==> src/rtl/regfile_wb_scheduler.sv <==
// Register-file write-port arbiter: ALU writeback vs. long-latency results, with a
// one-entry hold buffer, starvation guard and decode-stage scoreboard.
module regfile_wb_scheduler #(
  parameter int XLEN       = 32,
  parameter int NREG       = 32,
  parameter int MAX_LONG   = 4,
  parameter int STARVE_MAX = 8
) (
  input  logic                    CLK,
  input  logic                    RST_N,
  input  logic                    issue_valid,
  input  logic                    issue_long,
  input  logic [$clog2(NREG)-1:0] issue_rd,
  input  logic [$clog2(NREG)-1:0] issue_rs1,
  input  logic [$clog2(NREG)-1:0] issue_rs2,
  input  logic                    issue_use_rs1,
  input  logic                    issue_use_rs2,
  output logic                    issue_stall,
  input  logic                    alu_wb_valid,
  input  logic [$clog2(NREG)-1:0] alu_wb_rd,
  input  logic [XLEN-1:0]         alu_wb_data,
  output logic                    wb_stall,
  input  logic                    long_valid,
  input  logic [$clog2(NREG)-1:0] long_rd,
  input  logic [XLEN-1:0]         long_data,
  output logic                    long_ready,
  output logic                    RegWrite,
  output logic [$clog2(NREG)-1:0] Wreg,
  output logic [XLEN-1:0]         Wdata,
  output logic [NREG-1:0]         pending
);
  localparam int RW = $clog2(NREG);
  localparam int CW = $clog2(MAX_LONG + 1);
  localparam int SW = $clog2(STARVE_MAX + 1);

  typedef struct packed {
    logic          en;
    logic [RW-1:0] rd;
    logic [XLEN-1:0] data;
    logic          from_long;
  } wr_req_t;

  logic            hold_full;
  logic [RW-1:0]   hold_rd;
  logic [XLEN-1:0] hold_data;
  logic [SW-1:0]   starve_cnt;
  logic [CW-1:0]   out_cnt;
  logic            wb_long;
  logic [NREG-1:0] pend_q, pend_nxt;

  logic    starve_hit, alu_go, hold_go, long_acc, long_zero, long_direct, long_cap;
  logic    hazard, sb_full, set_en, clr_en;
  wr_req_t wr_nxt;
  logic [1:0]    cnt_dec;
  logic [CW:0]   cnt_sum, cnt_nxt;

  // Write-port arbitration: a starved hold entry beats the ALU, otherwise ALU first.
  always_comb begin
    starve_hit  = hold_full && (starve_cnt == SW'(STARVE_MAX));
    alu_go      = !starve_hit && alu_wb_valid && !wb_stall;
    hold_go     = hold_full && !alu_go;
    long_ready  = !hold_full;
    long_acc    = long_valid && !hold_full;
    long_zero   = (long_rd == '0);
    long_direct = long_acc && !alu_go && !long_zero;
    long_cap    = long_acc && alu_go && !long_zero;
  end

  always_comb begin
    wr_nxt = '0;
    if (hold_go) begin
      wr_nxt = '{en: 1'b1, rd: hold_rd, data: hold_data, from_long: 1'b1};
    end else if (alu_go) begin
      if (alu_wb_rd != '0)
        wr_nxt = '{en: 1'b1, rd: alu_wb_rd, data: alu_wb_data, from_long: 1'b0};
    end else if (long_direct) begin
      wr_nxt = '{en: 1'b1, rd: long_rd, data: long_data, from_long: 1'b1};
    end
  end

  always_comb begin
    hazard = (issue_use_rs1 && pend_q[issue_rs1]) ||
             (issue_use_rs2 && pend_q[issue_rs2]) ||
             ((issue_rd != '0) && pend_q[issue_rd]);
    sb_full     = issue_long && (out_cnt == CW'(MAX_LONG));
    issue_stall = issue_valid && (hazard || sb_full);
    set_en      = issue_valid && !issue_stall && issue_long && (issue_rd != '0);
    clr_en      = RegWrite && wb_long;
  end

  // Set after clear so a same-register collision leaves the bit set.
  always_comb begin
    pend_nxt = pend_q;
    if (clr_en) pend_nxt[Wreg] = 1'b0;
    if (set_en) pend_nxt[issue_rd] = 1'b1;
    pend_nxt[0] = 1'b0;
  end

  // Outstanding count: up to two decrements per cycle (long commit + dropped rd=0 result).
  always_comb begin
    cnt_dec = {1'b0, clr_en} + {1'b0, long_acc && long_zero};
    cnt_sum = {1'b0, out_cnt} + (CW+1)'(set_en);
    cnt_nxt = (cnt_sum >= (CW+1)'(cnt_dec)) ? (cnt_sum - (CW+1)'(cnt_dec)) : '0;
  end

  assign pending = pend_q;

  always_ff @(posedge CLK or negedge RST_N) begin
    if (!RST_N) begin
      RegWrite   <= 1'b0;
      Wreg       <= '0;
      Wdata      <= '0;
      wb_long    <= 1'b0;
      wb_stall   <= 1'b0;
      hold_full  <= 1'b0;
      hold_rd    <= '0;
      hold_data  <= '0;
      starve_cnt <= '0;
      out_cnt    <= '0;
      pend_q     <= '0;
    end else begin
      RegWrite <= wr_nxt.en;
      Wreg     <= wr_nxt.rd;
      Wdata    <= wr_nxt.data;
      wb_long  <= wr_nxt.from_long;
      wb_stall <= starve_hit;
      if (hold_go) begin
        hold_full <= 1'b0;
      end else if (long_cap) begin
        hold_full <= 1'b1;
        hold_rd   <= long_rd;
        hold_data <= long_data;
      end
      if (hold_go || !hold_full)
        starve_cnt <= '0;
      else if (starve_cnt != SW'(STARVE_MAX))
        starve_cnt <= starve_cnt + 1'b1;
      out_cnt <= cnt_nxt[CW-1:0];
      pend_q  <= pend_nxt;
    end
  end
endmodule

==> config.mk <==
export PLATFORM = sky130hd
export DESIGN_NAME = regfile_wb_scheduler
export DESIGN_NICKNAME = d
export VERILOG_FILES = /design/src/rtl/regfile_wb_scheduler.sv
export SDC_FILE = /design/constraint.sdc
export NUM_CORES = 1
export LEC_CHECK = 0
export CAP_MARGIN = 20
export CORE_UTILIZATION = 48
export DETAILED_ROUTE_END_ITERATION = 7
export GPL_ROUTABILITY_DRIVEN = 0
export GPL_TIMING_DRIVEN = 1
export PLACE_DENSITY = 0.8
export SLEW_MARGIN = 20
export SYNTH_ARGS = -nofsm -noshare
export SYNTH_HDL_FRONTEND = slang
export SYNTH_SLANG_ARGS = --single-unit
==> constraint.sdc <==
create_clock -name CLK -period 3.61 [get_ports CLK]
set_input_delay 0.722 -clock CLK [delete_from_list [all_inputs] [get_ports CLK]]
set_output_delay 0.722 -clock CLK [all_outputs]
set_load 0.02 [all_outputs]
Word level (Yosys, flattened, before mapping)
Index checks and enable logic that the tools add are counted.

cells by class
  divide/modulo/power cells = 0
  $lt $le $gt $ge = 7
  reduce and logical (&&, ||, !) cells = 37
  muxes and demuxes = 21
  add/subtract/negate cells = 4
  shifts and indexed selects = 0
  bitwise gates (word level) = 4
  multipliers = 0
  equality and inequality tests = 3

operators by type and width
  operator                                                                count
  39-bit two-way mux                                                      4
  32-bit two-way mux                                                      2
  32-bit AND                                                              1
  32-bit NOT                                                              1
  32-bit OR                                                               1
  5-bit by 6-bit < comparator with 1-bit output (second input constant)   4
  1-bit logical AND                                                       21
  1-bit binary-select mux with 5-bit select                               3
  1-bit demux with 5-bit select                                           2
  5-bit by 1-bit >= comparator with 1-bit output (second input constant)  2
  5-bit nonzero test                                                      2
  4-bit two-way mux                                                       2
  1-bit two-way mux                                                       7
  1-bit zero test                                                         6
  5-bit zero test                                                         1
  3-bit by 1-bit adder with 4-bit output                                  1
  4-bit by 1-bit adder with 4-bit output (second input constant)          1
  4-bit == test (second input constant)                                   1
  4-bit by 2-bit >= comparator with 1-bit output                          1
  1-bit logical OR                                                        4
  4-bit inequality test (second input constant)                           1
  2-bit nonzero test                                                      2
  3-bit == test (second input constant)                                   1
  3-bit two-way mux                                                       1
  other kinds (4)                                                         4

word-level totals
  RAM bits = 0
  memories = 0
  ROM bits = 0
  register bits after elaboration = 116
  output and inout bits = 73
  latch bits = 0

Depth between registers and ports, before layout
  depth in word-level cells = 14
  depth in mapped cells = 16

Least setup slack after synthesis
No wires, ideal clock.

  path type = input-to-reg
  from = input port issue_rs1[2]
  to = register out_cnt[1]
  path slack = -202 ps
  arrival time = 3685 ps
  data required time = 3483 ps
  stages on the path = 14
  path through = clkbuf_1 -> mux4_2 -> mux2_4 -> o21a_1 -> a311oi_2 -> o211ai_2 -> buf_6 -> a211oi_2 -> ha_1 -> ha_1 -> ha_1 -> a32o_1 -> nor3_1 -> nor2b_1

between the ends
  word-level cells in the longest chain between the ends = 14
  elaborated cells on any way between the ends = 15

RTL lines
  element                                                                                                        RTL line  source
  start: declaration                                                                                             14        input logic [$clog2(NREG)-1:0] issue_rs1,
  1-bit binary-select mux with 5-bit select (*)                                                                  82        hazard = (issue_use_rs1 && pend_q[issue_rs1]) ||
  1-bit two-way mux (implied by the code) (*)                                                                    82
  1-bit logical AND (*)                                                                                          82
  1-bit logical OR (*)                                                                                           82
  1-bit logical OR (*)                                                                                           83        (issue_use_rs2 && pend_q[issue_rs2]) ||
  1-bit logical OR (*)                                                                                           86        issue_stall = issue_valid && (hazard || sb_full);
  1-bit logical AND (*)                                                                                          86
  1-bit zero test (*)                                                                                            87        set_en = issue_valid && !issue_stall && issue_long && (issue_rd != '0);
  1-bit logical AND (*) (3 in a row)                                                                             87
  3-bit by 1-bit adder with 4-bit output (*)                                                                     102       cnt_sum = {1'b0, out_cnt} + (CW+1)'(set_en);
  4-bit by 2-bit >= comparator with 1-bit output or 3-bit by 2-bit subtractor with 3-bit output (tied branches)  103       cnt_nxt = (cnt_sum >= (CW+1)'(cnt_dec)) ? (cnt_sum - (CW+1)'(cnt_dec)) : '0;
  3-bit two-way mux (*)                                                                                          103
  named net cnt_nxt[1]                                                                                           55        logic [CW:0] cnt_sum, cnt_nxt;
  end signal: assignment                                                                                         138       out_cnt <= cnt_nxt[CW-1:0];
  end: declaration                                                                                               47        logic [CW-1:0] out_cnt;

Mark *: on every way through the listed nets, which the timed path passes. The rest lies on a longest branch. The select of a mux whose other input is x is not followed.
A chain may end at the register's enable or synchronous reset.

Worst setup path after layout
  from = input port issue_rd[0]
  to = register out_cnt[1]

between the ends
  word-level cells in the longest chain between the ends = 13
  elaborated cells on any way between the ends = 15

RTL lines
  element                                                                                                        RTL line  source
  start: declaration                                                                                             13        input logic [$clog2(NREG)-1:0] issue_rd,
  1-bit binary-select mux with 5-bit select                                                                      84        ((issue_rd != '0) && pend_q[issue_rd]);
  1-bit two-way mux (implied by the code)                                                                        84
  1-bit logical AND                                                                                              84
  1-bit logical OR                                                                                               83
  1-bit logical OR                                                                                               86
  1-bit logical AND                                                                                              86
  1-bit zero test                                                                                                87
  1-bit logical AND (2 in a row)                                                                                 87
  1-bit logical AND (*)                                                                                          87
  3-bit by 1-bit adder with 4-bit output (*)                                                                     102
  4-bit by 2-bit >= comparator with 1-bit output or 3-bit by 2-bit subtractor with 3-bit output (tied branches)  103
  3-bit two-way mux (*)                                                                                          103
  named net cnt_nxt[1]                                                                                           55

Marked as above.

==> results.toml <==
[die]
dieArea_mm2 = 0.0129
die_x_um = 113
core_area_mm2 = 0.0121
io_pins = 170
die_y_um = 113
rows = 40
initial_core_util = 0.494

[timing]
fin_ws_ns = 0.141
holdWs_ns = 0.388
fin_crit_sh = 0.961
fin_tns_setup_ns = 0
fmaxAchievable_ghz = 0.288
hold_viol = 0
grt_setup_unrepaired = "false"
fin_crit_ns = 3.47
slew_headroom = 0.330
skew_ns = 0.0117
finalSetupViolCount = 0
worstMarginPinSlew_ns = 0.997
finalMaxSlewViolations = 0

[setup_path]
r2r_start = "pending[21]"
cpMostUsedCell = "ha_4"
path_class = "in -> reg"
critPathLaunch = "issue_rd[0]"
cp-start-kind = "input port"
crit_path_end_kind = "register"
slowest_delay_ns = 0.49
cp.arrival_ns = 3.76
crit_chain = "dlygate4sd2_1, buf_12, mux4_2, nor2_1, a2111oi_0, nor4_2, o211ai_4, a211oi_2, ha_2, ha_4, ha_4, a32o_1, nor3_4, nor2b_1"
cp_max_fo = 9
cpMaxStageDelayCell = "mux4_2"
critical_path_required_ns = 3.90

[yosys]
synthesis.area_mm2 = 0.00596
synth-seq-cells = 116
yosysTopAreaCell = "dfrtp_1"
synth_compound_area_frac = 0.155
synthAdderAreaFrac = 0.0181
synth-simple-area-share = 0.109
synth_common_cells = "116 x dfrtp_1, 41 x mux2_2, 40 x inv_1, 40 x nand2_1, 34 x o21ai_0"
synth_area_per_cell_um2 = 11.6
synthesis.nets = 620
synth-main-ff-cell = "dfrtp_1"
synthMuxAreaShare = 0.172
synth.most_common_cell = "dfrtp_1"
yosysSeqAreaShare = 0.487
ys_async_sr_fraction = 1.00
synth-xor-area-share = 0.00441
synth_top_family_by_area = "multiplexers"
synth_edf_count = 0
ys_top_cells_by_area = "dfrtp_1 49%, mux2_2 7.7%, a222oi_1 5.4%"
ys_types = 54
synth_top_area_share = 0.487
ys_warn_count = 0
syn_inst = 515

[pwr]
ir_drop_mv = 0.360
power_leakage_nw = 3.63
powerDensity_mw_per_mm2 = 585

[cells_and_area]
fillers = 866
drive_above_1_share = 0.245
nNetsFinal = 819
final_area_mm2 = 0.00867
diodes = 0
final_util = 0.719
syn_to_final_growth_pct = 45.4

[clock_network]
cts_sinks = 116
clockBufferDepth = 2
cts_buffers = 17
cts_tree = "done"
clk_latency_ns = 0.42
htree_levels = 4
clk_pin_slew_ns = 0.05
ctsRootBufferMaster = "clkbuf_16"

[drt]
wirelength_um = 17600
vias = 5205
ant_nets = 0
drt_iter0_drc = 439
drc_errors = 0
routedWlPerCell_um = 19.7
drt-vias-per-instance = 5.82
drtPass1Iterations = 6

[place]
dp.final_hpwl_um = 12500
place_area_mm2 = 0.00805
port-buffer-count = 168
place_ws_ns = -0.649

[grt]
overflow = 0
grt_antenna_before_repair = 0
grt_pass1_vias = 5413
grt_pass1_wl_um = 27900
grt_max_degree = 61
grtUsageTotal = 0.284

[worst_hold_path]
hold_path_class = "in -> async"

[run_status]
status = "completed"

[job]
maxCapViolations = 0
[cells by family (layout without fill, tap and decap cells)]
group                      count (synthesis)  in the layout
and+or+nand+nor                          126            126
DFF                                      116            116
AOI/OAI and AO/OA                        115            115
muxes                                     76             76
buffers and inverters                     70            282
adders and majority gates                  8              8
xor gates and xnor gates                   3              3
other                                      1              1
[through the flow]
stage | total power, W | instances
finish | 0.00507 | 895
global route | 0.00527 | 895
CTS | 0.00507 | 894
detailed placement | 0.00337 | 861
global placement | 0.00329 | 861
floorplan | 0.00260 | 515
[layout by cell type (no fill, tap or decap), drive strengths merged, types with 3 or more instances in the layout]
| cell type | instances |
|---|---|
| clkinv | 5 |
| and2 | 3 |
| inv | 40 |
| nand3b | 8 |
| ha | 7 |
| nand2b | 3 |
| mux4 | 15 |
| nor3b | 5 |
| o21ai | 63 |
| mux2i | 18 |
| nor2b | 4 |
| nand3 | 9 |
| nor2 | 27 |
| or3b | 4 |
| a221oi | 5 |
| clkbuf | 23 |
| mux2 | 43 |
| a2111oi | 3 |
| and3 | 5 |
| nand2 | 40 |
| bufinv | 3 |
| dfrtp | 116 |
| clkdlybuf4s50 | 161 |
| a222oi | 32 |
| buf | 45 |
| nor3 | 9 |
[worst paths after layout]
path                         endpoint  slack [ns]  cells past startpoint
max                        out_cnt[1]        0.14                     14
min                         Wdata[27]        0.39                      1
max reg2reg                out_cnt[1]        0.25                     12
min reg2reg                 Wdata[22]        0.48                      2
max in group asynchronous  out_cnt[2]        2.43                      2
min in group CLK            Wdata[22]        0.48                      2
[report_power, final]
group,internal (W),switching (W)
registers,0.00156,0.000278
logic,0.000805,0.000729
clock network,0.00111,0.000581
total,0.00348,0.00159
[registers in the layout, summed over array words and instances (netlist names)]
signal and count:
hold_rd 5, hold_full 1, hold_data 32, out_cnt 3, starve_cnt 4, RegWrite 1, pending 31, wb_long 1
wb_stall 1, Wdata 32, Wreg 5
[final cells by class]
type,instances,area (um2),area share
tap,168,210,0.0243
timing repair buffer,210,2010,0.232
sequential,116,2900,0.335
inverter,40,150,0.0173
clock buffer,22,464,0.0536
multi-input combinational,329,2800,0.323
clock inverter,10,130,0.0150
[worst max-delay path, delay by kind of cell]
family / cells / cell delay, ns
fa+ha+maj: 3 / 0.70
buf+inv: 2 / 0.37
mux: 1 / 0.49
compound gates: 4 / 0.71
simple gates: 4 / 0.76
[what timing repair did]
action | 4_1_cts | 5_1_grt
resized for setup | 11 | 9
hold buffers | 0 | 0
pin swaps | 3 | 4
cloned | 0 | 0
setup endpoints to repair | 4 | 4
buffers inserted | 1 | 1
[per-layer routing]
metal  global-route usage  share of wire
met1                0.339           0.39
met2                0.479           0.50
met3               0.0967          0.096
met4                0.104          0.022
met5                    0              0
Power figures use the tool's default switching activity.
